===== config.mk =====
export PLATFORM = sky130hd
export DESIGN_NAME = controle_contador_flat
export DESIGN_NICKNAME = d
export VERILOG_FILES = /design/src/rtl/controle_pkg.sv /design/src/rtl/controle_contador_if.sv /design/src/rtl/divisor_tick.sv /design/src/rtl/controle_contador.sv /design/src/flat_wrapper.sv
export SDC_FILE = /design/constraint.sdc
export NUM_CORES = 1
export LEC_CHECK = 0
export CORE_UTILIZATION = 40
export CTS_CLUSTER_SIZE = 10
export DETAILED_ROUTE_END_ITERATION = 6
export PLACE_DENSITY = 0.78
export SKIP_LAST_GASP = 1
export SLEW_MARGIN = 20
export SYNTH_ARGS = -nofsm -noshare
export SYNTH_HDL_FRONTEND = slang
export SYNTH_HIERARCHICAL = 1
export SYNTH_SLANG_ARGS = --single-unit
export TNS_END_PERCENT = 5

===== constraint.sdc =====
create_clock -name clk -period 1.9 [get_ports clk]
set_clock_uncertainty 0.05 [all_clocks]
set_input_delay 0.475 -clock clk [delete_from_list [all_inputs] [get_ports clk]]
set_output_delay 0.475 -clock clk [all_outputs]
set_load 0.1 [all_outputs]

===== src/rtl/controle_pkg.sv =====
// Shared types and defaults for the counter sequencer.
// Optional up/down counting is enabled with CONTROLE_UPDOWN_EN.
package controle_pkg;

    localparam int WIDTH_DEF = 4;
    localparam int PRESC_DEF = 5;

    typedef enum logic [1:0] {
        IDLE  = 2'd0,
        RUN   = 2'd1,
        PAUSE = 2'd2,
        DONE  = 2'd3
    } state_t;

endpackage


===== src/rtl/controle_contador_if.sv =====
// Control and display bundle between stimulus and the sequencer.
// CONTROLE_UPDOWN_EN adds the dir control line.
interface controle_contador_if #(
    parameter int WIDTH = 4
) ();

    logic             start;
    logic             pause;
    logic             clear;
    logic             wrap;
    logic [WIDTH-1:0] limit;
`ifdef CONTROLE_UPDOWN_EN
    logic             dir;
`endif
    logic [WIDTH-1:0] count;
    logic             tick;
    logic             done;
    logic             busy;
    logic [1:0]       state;

    modport master (
        output start, pause, clear, wrap, limit,
`ifdef CONTROLE_UPDOWN_EN
        output dir,
`endif
        input  count, tick, done, busy, state
    );

    modport slave (
        input  start, pause, clear, wrap, limit,
`ifdef CONTROLE_UPDOWN_EN
        input  dir,
`endif
        output count, tick, done, busy, state
    );

endinterface


===== src/rtl/divisor_tick.sv =====
// Prescaler: one tick every PRESC enabled cycles.
// Phase is held while disabled and zeroed by clr.
module divisor_tick #(
    parameter int PRESC = 5
) (
    input  logic clk,
    input  logic reset,
    input  logic enable,
    input  logic clr,
    output logic tick
);

    localparam int PW = (PRESC > 1) ? $clog2(PRESC) : 1;
    localparam logic [PW-1:0] LAST = PW'(PRESC - 1);

    logic [PW-1:0] presc;

    assign tick = enable && (presc == LAST);

    // Phase counter: wraps on tick, freezes when not enabled.
    always_ff @(posedge clk or posedge reset) begin
        if (reset) begin
            presc <= '0;
        end else if (clr) begin
            presc <= '0;
        end else if (enable) begin
            presc <= tick ? '0 : presc + 1'b1;
        end
    end

endmodule


===== src/rtl/controle_contador.sv =====
// Counter sequencer: start/pause/clear FSM, prescaled ticks, wrap or stop.
// CONTROLE_UPDOWN_EN enables down counting selected by dir at start.
module controle_contador
    import controle_pkg::*;
#(
    parameter int WIDTH = WIDTH_DEF,
    parameter int PRESC = PRESC_DEF
) (
    input  logic              clk,
    input  logic              reset,
    controle_contador_if.slave bus
);

    state_t           state_q, state_d;
    logic [WIDTH-1:0] count_q, count_d;
    logic [WIDTH-1:0] limit_q;
    logic             wrap_q;
    logic             tick_q, tick_d;
    logic             done_q, done_d;
    logic             wrap_hit;
    logic             start_go;
    logic             enable;
    logic             ptick;
    logic             down;
    logic [WIDTH-1:0] new_start;
    logic [WIDTH-1:0] run_start;
    logic [WIDTH-1:0] term;

`ifdef CONTROLE_UPDOWN_EN
    logic dir_q;

    assign down      = dir_q;
    assign new_start = bus.dir ? bus.limit : '0;

    // Direction is latched only when a run is launched.
    always_ff @(posedge clk or posedge reset) begin
        if (reset) begin
            dir_q <= 1'b0;
        end else if (start_go) begin
            dir_q <= bus.dir;
        end
    end
`else
    assign down      = 1'b0;
    assign new_start = '0;
`endif

    assign run_start = down ? limit_q : '0;
    assign term      = down ? '0 : limit_q;

    // clear beats pause, pause beats start.
    assign start_go = bus.start && !bus.clear && !bus.pause
                   && (state_q == IDLE || state_q == DONE);
    assign enable   = (state_q == RUN) && !bus.pause && !bus.clear;

    divisor_tick #(
        .PRESC (PRESC)
    ) u_div (
        .clk    (clk),
        .reset  (reset),
        .enable (enable),
        .clr    (bus.clear || start_go),
        .tick   (ptick)
    );

    // Next-state, next-count and pulse decode.
    always_comb begin
        state_d  = state_q;
        count_d  = count_q;
        tick_d   = 1'b0;
        wrap_hit = 1'b0;
        if (bus.clear) begin
            state_d = IDLE;
            count_d = '0;
        end else if (start_go) begin
            state_d = RUN;
            count_d = new_start;
        end else begin
            case (state_q)
                RUN: begin
                    if (bus.pause) begin
                        state_d = PAUSE;
                    end else if (ptick) begin
                        tick_d = 1'b1;
                        if (count_q != term) begin
                            count_d = down ? count_q - 1'b1
                                           : count_q + 1'b1;
                        end else if (wrap_q) begin
                            count_d  = run_start;
                            wrap_hit = 1'b1;
                        end else begin
                            state_d = DONE;
                        end
                    end
                end
                PAUSE: begin
                    if (!bus.pause) begin
                        state_d = RUN;
                    end
                end
                default: begin
                end
            endcase
        end
        done_d = (state_d == DONE) || wrap_hit;
    end

    // State, count and registered pulses.
    always_ff @(posedge clk or posedge reset) begin
        if (reset) begin
            state_q <= IDLE;
            count_q <= '0;
            tick_q  <= 1'b0;
            done_q  <= 1'b0;
        end else begin
            state_q <= state_d;
            count_q <= count_d;
            tick_q  <= tick_d;
            done_q  <= done_d;
        end
    end

    // Run configuration, captured only on launch.
    always_ff @(posedge clk or posedge reset) begin
        if (reset) begin
            limit_q <= '0;
            wrap_q  <= 1'b0;
        end else if (start_go) begin
            limit_q <= bus.limit;
            wrap_q  <= bus.wrap;
        end
    end

    assign bus.count = count_q;
    assign bus.tick  = tick_q;
    assign bus.done  = done_q;
    assign bus.busy  = (state_q == RUN) || (state_q == PAUSE);
    assign bus.state = state_q;

endmodule

===== src/flat_wrapper.sv =====
// flat-port wrapper written by rule: the top's interface ports become plain ports
module controle_contador_flat import controle_pkg::*;
#(
    parameter int WIDTH = WIDTH_DEF,
    parameter int PRESC = PRESC_DEF
)
  (clk, reset, bus_start, bus_pause, bus_clear, bus_wrap, bus_limit, bus_count, bus_tick, bus_done, bus_busy, bus_state);
  controle_contador_if #(.WIDTH(WIDTH)) bus_i ();
  input  logic clk;
  input  logic reset;
  input wire logic [$bits(bus_i.start)-1:0] bus_start;
  input wire logic [$bits(bus_i.pause)-1:0] bus_pause;
  input wire logic [$bits(bus_i.clear)-1:0] bus_clear;
  input wire logic [$bits(bus_i.wrap)-1:0] bus_wrap;
  input wire logic [$bits(bus_i.limit)-1:0] bus_limit;
  output wire logic [$bits(bus_i.count)-1:0] bus_count;
  output wire logic [$bits(bus_i.tick)-1:0] bus_tick;
  output wire logic [$bits(bus_i.done)-1:0] bus_done;
  output wire logic [$bits(bus_i.busy)-1:0] bus_busy;
  output wire logic [$bits(bus_i.state)-1:0] bus_state;
  assign bus_i.start = bus_start;
  assign bus_i.pause = bus_pause;
  assign bus_i.clear = bus_clear;
  assign bus_i.wrap = bus_wrap;
  assign bus_i.limit = bus_limit;
  assign bus_count = bus_i.count;
  assign bus_tick = bus_i.tick;
  assign bus_done = bus_i.done;
  assign bus_busy = bus_i.busy;
  assign bus_state = bus_i.state;
  controle_contador #(.WIDTH(WIDTH), .PRESC(PRESC)) u_core (.clk(clk), .reset(reset), .bus(bus_i));
endmodule

==> results.rst <==
.. list-table::
   :header-rows: 1

   * - Metric
     - Value
   * - Routed length per instance
     - 12.8 um
   * - Fmax
     - 0.535 GHz
   * - Portion of the post-synthesis area used by sequential elements
     - 0.434
   * - Maximum buffer depth of the clock tree
     - 2
   * - Total placed cells including tap cells
     - 159
   * - Peak supply drop
     - 0.405 mV
   * - Worst setup slack after placement
     - -251 ps
   * - Number of pins exceeding their max-slew limit in the final report
     - 0
   * - Status
     - finished, final reports clean
   * - Timing startpoint of the critical path
     - u_core/bus.state[1]$_DFF_PP0_
   * - Effective utilization at floorplan
     - 0.421
   * - Worst endpoint data arrival time
     - 1340 ps
   * - Remaining antenna violation count
     - 0
   * - Final routed wirelength across all metal layers
     - 2160 um
   * - RSZ-0062 raised after global routing
     - true
   * - Filler cell count in the final layout
     - 168
   * - Distinct cells, synth
     - 27
   * - Pin count of the biggest net entering global routing
     - 14
   * - Routed vias
     - 881
   * - Layout-stage area growth over the synthesis result
     - 54.7%
   * - Cell leakage power
     - 0.000633 uW
   * - Number of failing hold endpoints at the final stage
     - 0
   * - Startpoint kind of the worst setup timing path
     - flop
   * - Classification of the worst-slack hold path
     - input port to async pin
   * - Number of rows created at floorplan
     - 17
   * - Number of antenna violations at the first check in global routing
     - 0
   * - All-Layer GR Usage
     - 0.184
   * - Internal power consumption
     - 552 uW
   * - Kind of critical path
     - flop to output pin
   * - Count of pins on the block boundary
     - 19
   * - Req. time, crit path
     - 1370 ps
   * - Synth Instances
     - 107
   * - Total grt overflow
     - 0
   * - Slowest cell on crit path
     - dfrtp_4
   * - Vias in the first global route
     - 839
   * - Switching Power
     - 259 uW
   * - Switching Fraction
     - 0.320
   * - Time the worst path needs with I/O delays and setup
     - 1870 ps
   * - Beginning of the worst register-to-register path
     - u_core/bus.state[0]$_DFF_PP0_
   * - Placeable core area
     - 2190 um2
   * - Share of the clock period used by the worst path
     - 0.984
   * - Residual DRC count
     - 0
   * - Worst Slack Setup Final
     - 30.8 ps
   * - Crit end category
     - output pin
   * - IO buf count
     - 18
   * - Slew Limit Headroom
     - 0.668
   * - Syn nets
     - 122
   * - Clock network power share
     - 0.224
   * - Number of maximum-capacitance violations
     - 0
   * - Slew at the pin with the worst max-slew slack
     - 498 ps
   * - Number of buffers inserted during clock tree synthesis
     - 3
   * - Post-route insts no fill
     - 168
   * - Biggest fanout along the worst timing path
     - 3
   * - Deepest level of the CTS H-tree
     - 1
   * - Cell breakdown of the critical path
     - ha_4 -> clkinvlp_4 -> buf_12
   * - Total of endpoints with negative setup slack in the final report
     - 0
   * - Number of warnings issued by yosys
     - 6
   * - Fin nets
     - 156
   * - Part of the total power dissipated in combinational logic
     - 0.293
   * - Number of sinks driven by the clock tree
     - 16
   * - Avg Vias per Cell
     - 5.24
   * - Iteration-0 DRC count of the detailed router
     - 19
   * - Final weighted congestion of routability-driven global placement
     - 0.891
   * - Fraction of final layout cells sized beyond drive strength 1
     - 0.314
   * - Hpwl dp
     - 1550 um
   * - Die boundary width
     - 50.0 um
   * - Clock tree from TritonCTS
     - built
   * - Mapped Area
     - 923 um2
   * - Slowest stage delay, CP
     - 510 ps
   * - Die area
     - 2500 um2
   * - Synth Area per Inst
     - 8.63 um2
   * - Global-route wire length before repair
     - 3510 um
   * - Power density cells
     - 568 nW/um2
   * - Router iterations before antenna repair
     - 4
   * - Seq pwr share
     - 0.483
   * - Clock latency of the later-clocked register in the worst-skew pair
     - 280 ps
   * - Die Height
     - 50.0 um
   * - Antenna diode count
     - 0
   * - Worst-path clk slew
     - 90 ps
   * - Root Buffer
     - clkbuf_4
   * - Flip-flop and latch count after synthesis
     - 16
## power by group through the flow
stage / sequential (uW) / clock [uW] / combinational [uW]
after floorplan: 427 / 0 / 102
after global placement: 398 / 0 / 208
after detailed placement: 400 / 0 / 213
after CTS: 391 / 193 / 220
after global routing: 395 / 212 / 255
final: 392 / 182 / 238
## path summary, 6_finish.rpt
check                                                    end  slack, ps  cells past startpoint
setup reg to reg                   u_core/bus.done$_DFF_PP0_         40                      7
setup / recovery                                    bus_busy         30                      3
max in group asynchronous      u_core/bus.state[1]$_DFF_PP0_        930                      2
hold / removal             u_core/u_div/presc[2]$_DFFE_PP0P_        340                      2
hold reg to reg                u_core/limit_q[0]$_DFFE_PP0P_        460                      2
min in group clk               u_core/limit_q[0]$_DFFE_PP0P_        460                      2
## cell type report
type,count,area (um2),area share
multi-input cells,81,561,0.392
flip-flops and latches,16,409,0.286
repair buffers,29,357,0.250
inverters,10,41.3,0.0289
well taps,28,35.0,0.0245
clock buffers,4,26.3,0.0184
## layout by cell type, fill, tap and decap left out, types with 2 or more instances in the layout
master and count:
dfrtp_4 2, a21oi_1 6, dfrtp_1 13, inv_2 2, nand2_1 26, o21ai_0 2, o22ai_1 2, nand2b_1 3
inv_1 7, ha_1 3, nand3_1 4, clkbuf_4 3, nor2_1 6, o31ai_1 2, xnor2_1 4, buf_12 9
buf_4 10, ha_4 2, clkdlybuf4s50_1 9
## sequential cells by signal, summed over array words and instances (netlist names)
signal              cells
u_core/bus.done         1
u_core/u_div/presc      3
u_core/bus.count        4
u_core/limit_q          4
u_core/bus.tick         1
u_core/bus.state        2
u_core/wrap_q           1
## per-stage QoR
step	total power [uW]	hold slack [ps]	instance area, um2	setup TNS [ps]	util
floorplan	530	179	973	-136	-
global placement	606	429	1320	-870	0.604
detailed placement	612	435	1320	-1110	0.604
CTS	804	330	1380	0	0.630
global route	862	340	1430	-69.9	0.652
finish	812	336	1430	0	0.652
## critical path, delay by kind of cell (launching register included)
kind / cells / cell delay (ps)
flops: 1 / 510
fa+ha+maj: 1 / 300
buf+inv: 2 / 260
## synth_stat cells, drive strengths merged
master | count | area [um2]
o31ai | 2 | 15.0
nand3 | 4 | 20.0
o32ai | 1 | 8.76
o211a | 1 | 10.0
nor2 | 6 | 22.5
o22ai | 3 | 18.8
dfrtp | 16 | 400
o21ai | 3 | 15.0
nor2b | 2 | 15.0
a22oi | 1 | 7.51
nor3 | 2 | 15.0
o21ba | 1 | 10.0
ha | 5 | 62.6
and2 | 1 | 6.26
inv | 10 | 37.5
and3 | 1 | 7.51
nand2 | 28 | 105
nor3b | 1 | 12.5
nand2b | 3 | 18.8
a21oi | 8 | 40.0
xnor2 | 4 | 35.0
nand4 | 1 | 12.5
o31a | 1 | 8.76
o21bai | 2 | 18.8
## routing by layer
layer / part of all wire / wire (um) / up-vias / GRT usage
met5: 0 / 0 / - / 0
met4: 0.012 / 26 / 0 / 0.0857
met3: 0.029 / 63 / 5 / 0.0309
met2: 0.55 / 1190 / 23 / 0.316
met1: 0.41 / 877 / 424 / 0.221
li1: - / - / 429 / -
## kinds of logic after synthesis
logic type      after synthesis  share of synthesized area
xor+xnor                      4                     0.0379
flops                        16                      0.434
compound gates               23                      0.165
fa+ha+maj                     5                     0.0678
buf+inv                      10                     0.0407
simple gates                 49                      0.255
## timing repair
action | 4_1_cts | 5_1_grt
pin swaps | 1 | 6
setup endpoints to repair | 1 | 6
gates resized for setup | 0 | 10
setup buffers | 4 | 1
hold buffers | 0 | 0
Note: power is estimated with default switching activity, not from simulation.
